<file path="config.mk">
export PLATFORM = sky130hd
export DESIGN_NAME = imm_extend_pipe
export DESIGN_NICKNAME = d
export VERILOG_FILES = /design/src/rtl/imm_extend_pkg.sv /design/src/rtl/skid_reg.sv /design/src/rtl/imm_extend_pipe.sv
export SDC_FILE = /design/constraint.sdc
export NUM_CORES = 1
export LEC_CHECK = 0
export ABC_AREA = 0
export CAP_MARGIN = 5
export CORE_MARGIN = 5
export CORE_UTILIZATION = 48
export DETAILED_ROUTE_END_ITERATION = 10
export PLACE_DENSITY = 0.91
export REMOVE_ABC_BUFFERS = 1
export SKIP_LAST_GASP = 1
export SYNTH_ARGS = -nofsm -noshare
export SYNTH_HDL_FRONTEND = slang
export SYNTH_SLANG_ARGS = --single-unit
</file>
<file path="constraint.sdc">
create_clock -name clk -period 2.4 [get_ports clk]
set_input_delay 0.24 -clock clk [delete_from_list [all_inputs] [get_ports clk]]
set_output_delay 0.24 -clock clk [all_outputs]
set_load 0.03 [all_outputs]
</file>
<file path="src/rtl/imm_extend_pkg.sv">
// Shared types for the immediate extender: mode codes, skid buffer states and the width-generic extend function.
// Mode 10 performs upper-place only when IMM_EXTEND_UPPER_EN is defined; otherwise it is reported as an error like mode 11.
package imm_extend_pkg;

  localparam logic [1:0] MODE_SIGN  = 2'b00;
  localparam logic [1:0] MODE_ZERO  = 2'b01;
  localparam logic [1:0] MODE_UPPER = 2'b10;
  localparam logic [1:0] MODE_RSVD  = 2'b11;

  // Widest operand the extend function handles; OUT_W must stay below this.
  localparam int EXT_MAX_W = 64;

  typedef enum logic [1:0] {
    SKID_EMPTY = 2'd0,
    SKID_ONE   = 2'd1,
    SKID_TWO   = 2'd2
  } skid_state_t;

  // data carries the raw immediate in its low in_w bits, with zeros above.
  // Returns {err, result}; only the low out_w bits of result are meaningful.
  function automatic logic [EXT_MAX_W:0] extend(
    input logic [EXT_MAX_W-1:0] data,
    input logic [1:0]           mode,
    input int                   in_w,
    input int                   out_w
  );
    logic [EXT_MAX_W-1:0] res;
    logic                 err;
    logic                 msb;
    res = '0;
    err = 1'b0;
    msb = 1'b0;
    for (int i = 0; i < EXT_MAX_W; i++) begin
      if (i == in_w - 1) msb = data[i];
    end
    case (mode)
      MODE_SIGN: begin
        for (int i = 0; i < EXT_MAX_W; i++) begin
          if (i < in_w)       res[i] = data[i];
          else if (i < out_w) res[i] = msb;
          else                res[i] = 1'b0;
        end
      end
      MODE_ZERO: begin
        res = data;
      end
      MODE_UPPER: begin
`ifdef IMM_EXTEND_UPPER_EN
        res = data << (out_w - in_w);
`else
        res = data;
        err = 1'b1;
`endif
      end
      default: begin
        res = data;
        err = 1'b1;
      end
    endcase
    return {err, res};
  endfunction

endpackage

</file>
<file path="src/rtl/skid_reg.sv">
// Two-entry valid/ready buffer (main + skid register); 1-cycle latency, full rate with out_ready high.
// Backpressure: in_ready is a flop that drops once the skid entry fills, so no combinational path from out_ready.
module skid_reg
  import imm_extend_pkg::*;
#(
  parameter int W = 17
) (
  input  logic         clk,
  input  logic         rst,
  input  logic         in_valid,
  output logic         in_ready,
  input  logic [W-1:0] in_data,
  output logic         out_valid,
  input  logic         out_ready,
  output logic [W-1:0] out_data
);

  skid_state_t  state;
  skid_state_t  state_nxt;
  logic [W-1:0] m_dat;
  logic [W-1:0] s_dat;
  logic         rdy_q;
  logic         push;
  logic         pop;
  logic         m_ld;
  logic         m_from_s;
  logic         s_ld;

  assign push = in_valid && rdy_q;
  assign pop  = (state != SKID_EMPTY) && out_ready;

  always_comb begin
    state_nxt = state;
    m_ld      = 1'b0;
    m_from_s  = 1'b0;
    s_ld      = 1'b0;
    case (state)
      SKID_EMPTY: begin
        if (push) begin
          m_ld      = 1'b1;
          state_nxt = SKID_ONE;
        end
      end
      SKID_ONE: begin
        if (push && pop) begin
          m_ld = 1'b1;
        end else if (push) begin
          s_ld      = 1'b1;
          state_nxt = SKID_TWO;
        end else if (pop) begin
          state_nxt = SKID_EMPTY;
        end
      end
      SKID_TWO: begin
        // in_ready is low here, so only a drain can move the state.
        if (pop) begin
          m_ld      = 1'b1;
          m_from_s  = 1'b1;
          state_nxt = SKID_ONE;
        end
      end
      default: begin
        state_nxt = SKID_EMPTY;
      end
    endcase
  end

  always_ff @(posedge clk or negedge rst) begin
    if (!rst) begin
      state <= SKID_EMPTY;
      m_dat <= '0;
      s_dat <= '0;
      rdy_q <= 1'b1;
    end else begin
      state <= state_nxt;
      rdy_q <= (state_nxt != SKID_TWO);
      if (m_ld) m_dat <= m_from_s ? s_dat : in_data;
      if (s_ld) s_dat <= in_data;
    end
  end

  assign in_ready  = rdy_q;
  assign out_valid = (state != SKID_EMPTY);
  assign out_data  = m_dat;

endmodule

</file>
<file path="src/rtl/imm_extend_pipe.sv">
// Pipelined immediate extender: extends before storage into a skid_reg, 1-cycle latency, no loss under backpressure.
// IMM_EXTEND_UPPER_EN enables upper-place for mode 10; without it mode 10 yields zero-extend with out_err set.
module imm_extend_pipe
  import imm_extend_pkg::*;
#(
  parameter int IN_W  = 8,
  parameter int OUT_W = 16
) (
  input  logic             clk,
  input  logic             rst,
  input  logic             in_valid,
  output logic             in_ready,
  input  logic [IN_W-1:0]  in_data,
  input  logic [1:0]       in_mode,
  output logic             out_valid,
  input  logic             out_ready,
  output logic [OUT_W-1:0] out_data,
  output logic             out_err
);

  logic [EXT_MAX_W-1:0]       data_wide;
  logic                       ext_err;
  logic [EXT_MAX_W-OUT_W-1:0] ext_unused;
  logic [OUT_W-1:0]           ext_res;
  logic [OUT_W:0]             pay_out;

  always_comb begin
    data_wide             = '0;
    data_wide[IN_W-1:0]   = in_data;
  end

  assign {ext_err, ext_unused, ext_res} = extend(data_wide, in_mode, IN_W, OUT_W);

  skid_reg #(
    .W(OUT_W + 1)
  ) u_skid (
    .clk      (clk),
    .rst      (rst),
    .in_valid (in_valid),
    .in_ready (in_ready),
    .in_data  ({ext_err, ext_res}),
    .out_valid(out_valid),
    .out_ready(out_ready),
    .out_data (pay_out)
  );

  assign {out_err, out_data} = pay_out;

endmodule
</file>
==> results_dict.tcl <==
set metrics [dict create \
    grt_max_degree 24 \
    drc 0 \
    grt_first_pass_wirelength_microns 3710 \
    critical_path_class "register to primary output" \
    clockBufferDepth 2 \
    pin_count 33 \
    dp_cells 129 \
    final_cell_mix "clkdlybuf4s50_1 (32), dfrtp_1 (22), mux2_2 (21), mux2_4 (9)" \
    slew_headroom 0.625 \
    finalNetCount 120 \
    die_area_sq_um 3400 \
    post_cts_resized 0 \
    cp_data_arrival_time_ps 1700 \
    fin_skew_ps 11.1 \
    cts_num_sinks 23 \
    area.sequential_sq_um 577 \
    setup_tns_ps 0 \
    r2r_slack_ps 660 \
    reg2reg_from "u_skid.state[0]" \
    synth_simple_gate_area_frac 0.0570 \
    cp.required_ps 2160 \
    ys_seq_area_frac 0.516 \
    fin_crit_ps 1940 \
    ys_ff_latch 23 \
    tightest_slew_ps 563 \
    ys_types 17 \
    io_buffer_count 32 \
    root_buffer "clkbuf_4" \
    clock_latency_ps 310 \
    avgRoutedWirePerCell_microns 16.5 \
    drv_slew 0 \
    drive_gt1_frac 0.400 \
    synth_compound_area_frac 0.0235 \
    die_height_microns 58.3 \
    ir_worst_vdd_uv 722 \
    overflow 0 \
    rsz0062_at_grt "no" \
    yosysWarnings 0 \
    rows 17 \
    initialDrtViolationCount 7 \
    clkTransAtPathRegs_ps 130 \
    vias_per_cell 5.23 \
    start_util 0.506 \
    synth_xor_area_frac 0.00783 \
    fmax_ghz 0.516 \
    powerDensity_nw_per_um2 1240 \
    stdcell_count 133 \
    hold_ws_ps 261 \
    cts_hold_repair.buffers 0 \
    cts_htree_levels 1 \
    syn_to_final_growth_pct 29.9 \
    reg2reg_depth 3 \
    synth_top_family_by_area "multiplexers" \
    p_leak_nw 0.636 \
    dpl.hpwl_microns 1600 \
    drt_first_pass_iters 2 \
    syn_area_per_cell_sq_um 14.9 \
    worstPathMaxFanout 6 \
    antenna_cells 0 \
    r2r_end "u_skid.out_data[15]" \
    routed_wl_microns 2190 \
    multi_input_area_sq_um 470 \
    cts_tree "built" \
    syn_area_sq_um 1120 \
    vias 695 \
    period_share 0.807 \
    cp-end-kind "primary output" \
    synth_fa_ha_area_frac 0 \
    crit_path_start_kind "register" \
    hp-class "input port to async pin" \
    final_common_cell "clkdlybuf4s50_1" \
    fillers 180 \
    cts_setup_buffers 0 \
    ant_nets 0 \
    numCtsBuffers 3 \
    fp.dieW_microns 58.3 \
    cap_violations 0 \
    track_usage 0.142 \
    syn_inst 75 \
    synth.area.mux_share 0.332 \
    grt_pass1_vias 791 \
    hold_viol_final 0 \
    setup_viol 0 \
    grt_antenna_before_repair 0 \
    gp_congestion 0.789 \
    status "finished clean" \
    core_area_sq_um 2210 \
]
cell type report:
cell class              instances  area share
flip-flops and latches         23       0.397
multi-input cells              43       0.324
repair buffers                 35       0.236
well taps                      28      0.0241
clock buffers                   3      0.0155
clock inverters                 1     0.00345
worst max-delay path by stage:
stage	depth (start not counted)	endpoint	start	slack, ps
floorplan	1	u_skid.out_data[15]	u_skid.out_data[15]	230
global placement	4	u_skid.out_data[16]	out_ready	450
detailed placement	4	u_skid.out_data[15]	out_ready	370
CTS	2	out_valid	u_skid.state[1]	450
global route	2	out_valid	u_skid.state[1]	390
finish	2	out_valid	u_skid.state[1]	460
layer usage:
| metal | global-route usage | routed length (microns) | up-vias |
|---|---|---|---|
| li1 | - | - | 316 |
| met1 | 0.187 | 951 | 352 |
| met2 | 0.220 | 1090 | 25 |
| met3 | 0.0356 | 138 | 2 |
| met4 | 0.0596 | 14 | 0 |
| met5 | 0 | 0 | - |
registers in the layout, indices dropped and copies added (netlist names):
register,count
u_skid.s_dat,10
u_skid.in_ready,1
u_skid.out_data,10
u_skid.state,2
synth_stat cells (all sizes together):
| library cell | instances | area (sq um) |
|---|---|---|
| mux2 | 30 | 372 |
| dfrtp | 22 | 551 |
| buf | 9 | 71.3 |
| nor3b | 2 | 15.0 |
| or2 | 2 | 12.5 |
| dfstp | 1 | 26.3 |
| nand2 | 1 | 3.75 |
| nand2b | 1 | 6.26 |
| nand3b | 1 | 11.3 |
| nor2 | 1 | 3.75 |
| nor2b | 1 | 6.26 |
| nor3 | 1 | 5.00 |
| o21ai | 1 | 5.00 |
| o31ai | 1 | 21.3 |
| xnor2 | 1 | 8.76 |
power breakdown:
group | switching, mW | internal (mW)
sequential | 0.118 | 0.573
combinational | 0.464 | 0.474
clock | 0.115 | 0.0622
total | 0.696 | 1.11
worst max-delay path, cell delays in order, from the launching register on:
cell	delay [ps]
dfrtp_1	480
or2_2	320
clkdlybuf4s50_1	590
cell families after synthesis:
| kind of cell | Yosys count |
|---|---|
| buf+inv | 9 |
| xor+xnor | 1 |
| compound gates | 2 |
| simple gates | 10 |
| flops | 23 |
| mux | 30 |
through the flow:
step	cell area (sq um)	setup slack (ps)	util	power, mW
detailed placement	1430	374	0.644	1.64
global route	1450	390	0.657	1.91
finish	1450	463	0.657	1.81
CTS	1450	447	0.657	1.83
global placement	1430	447	0.644	1.61
floorplan	1050	233	-	1.26
No activity file was read; power rests on OpenSTA's default activity.
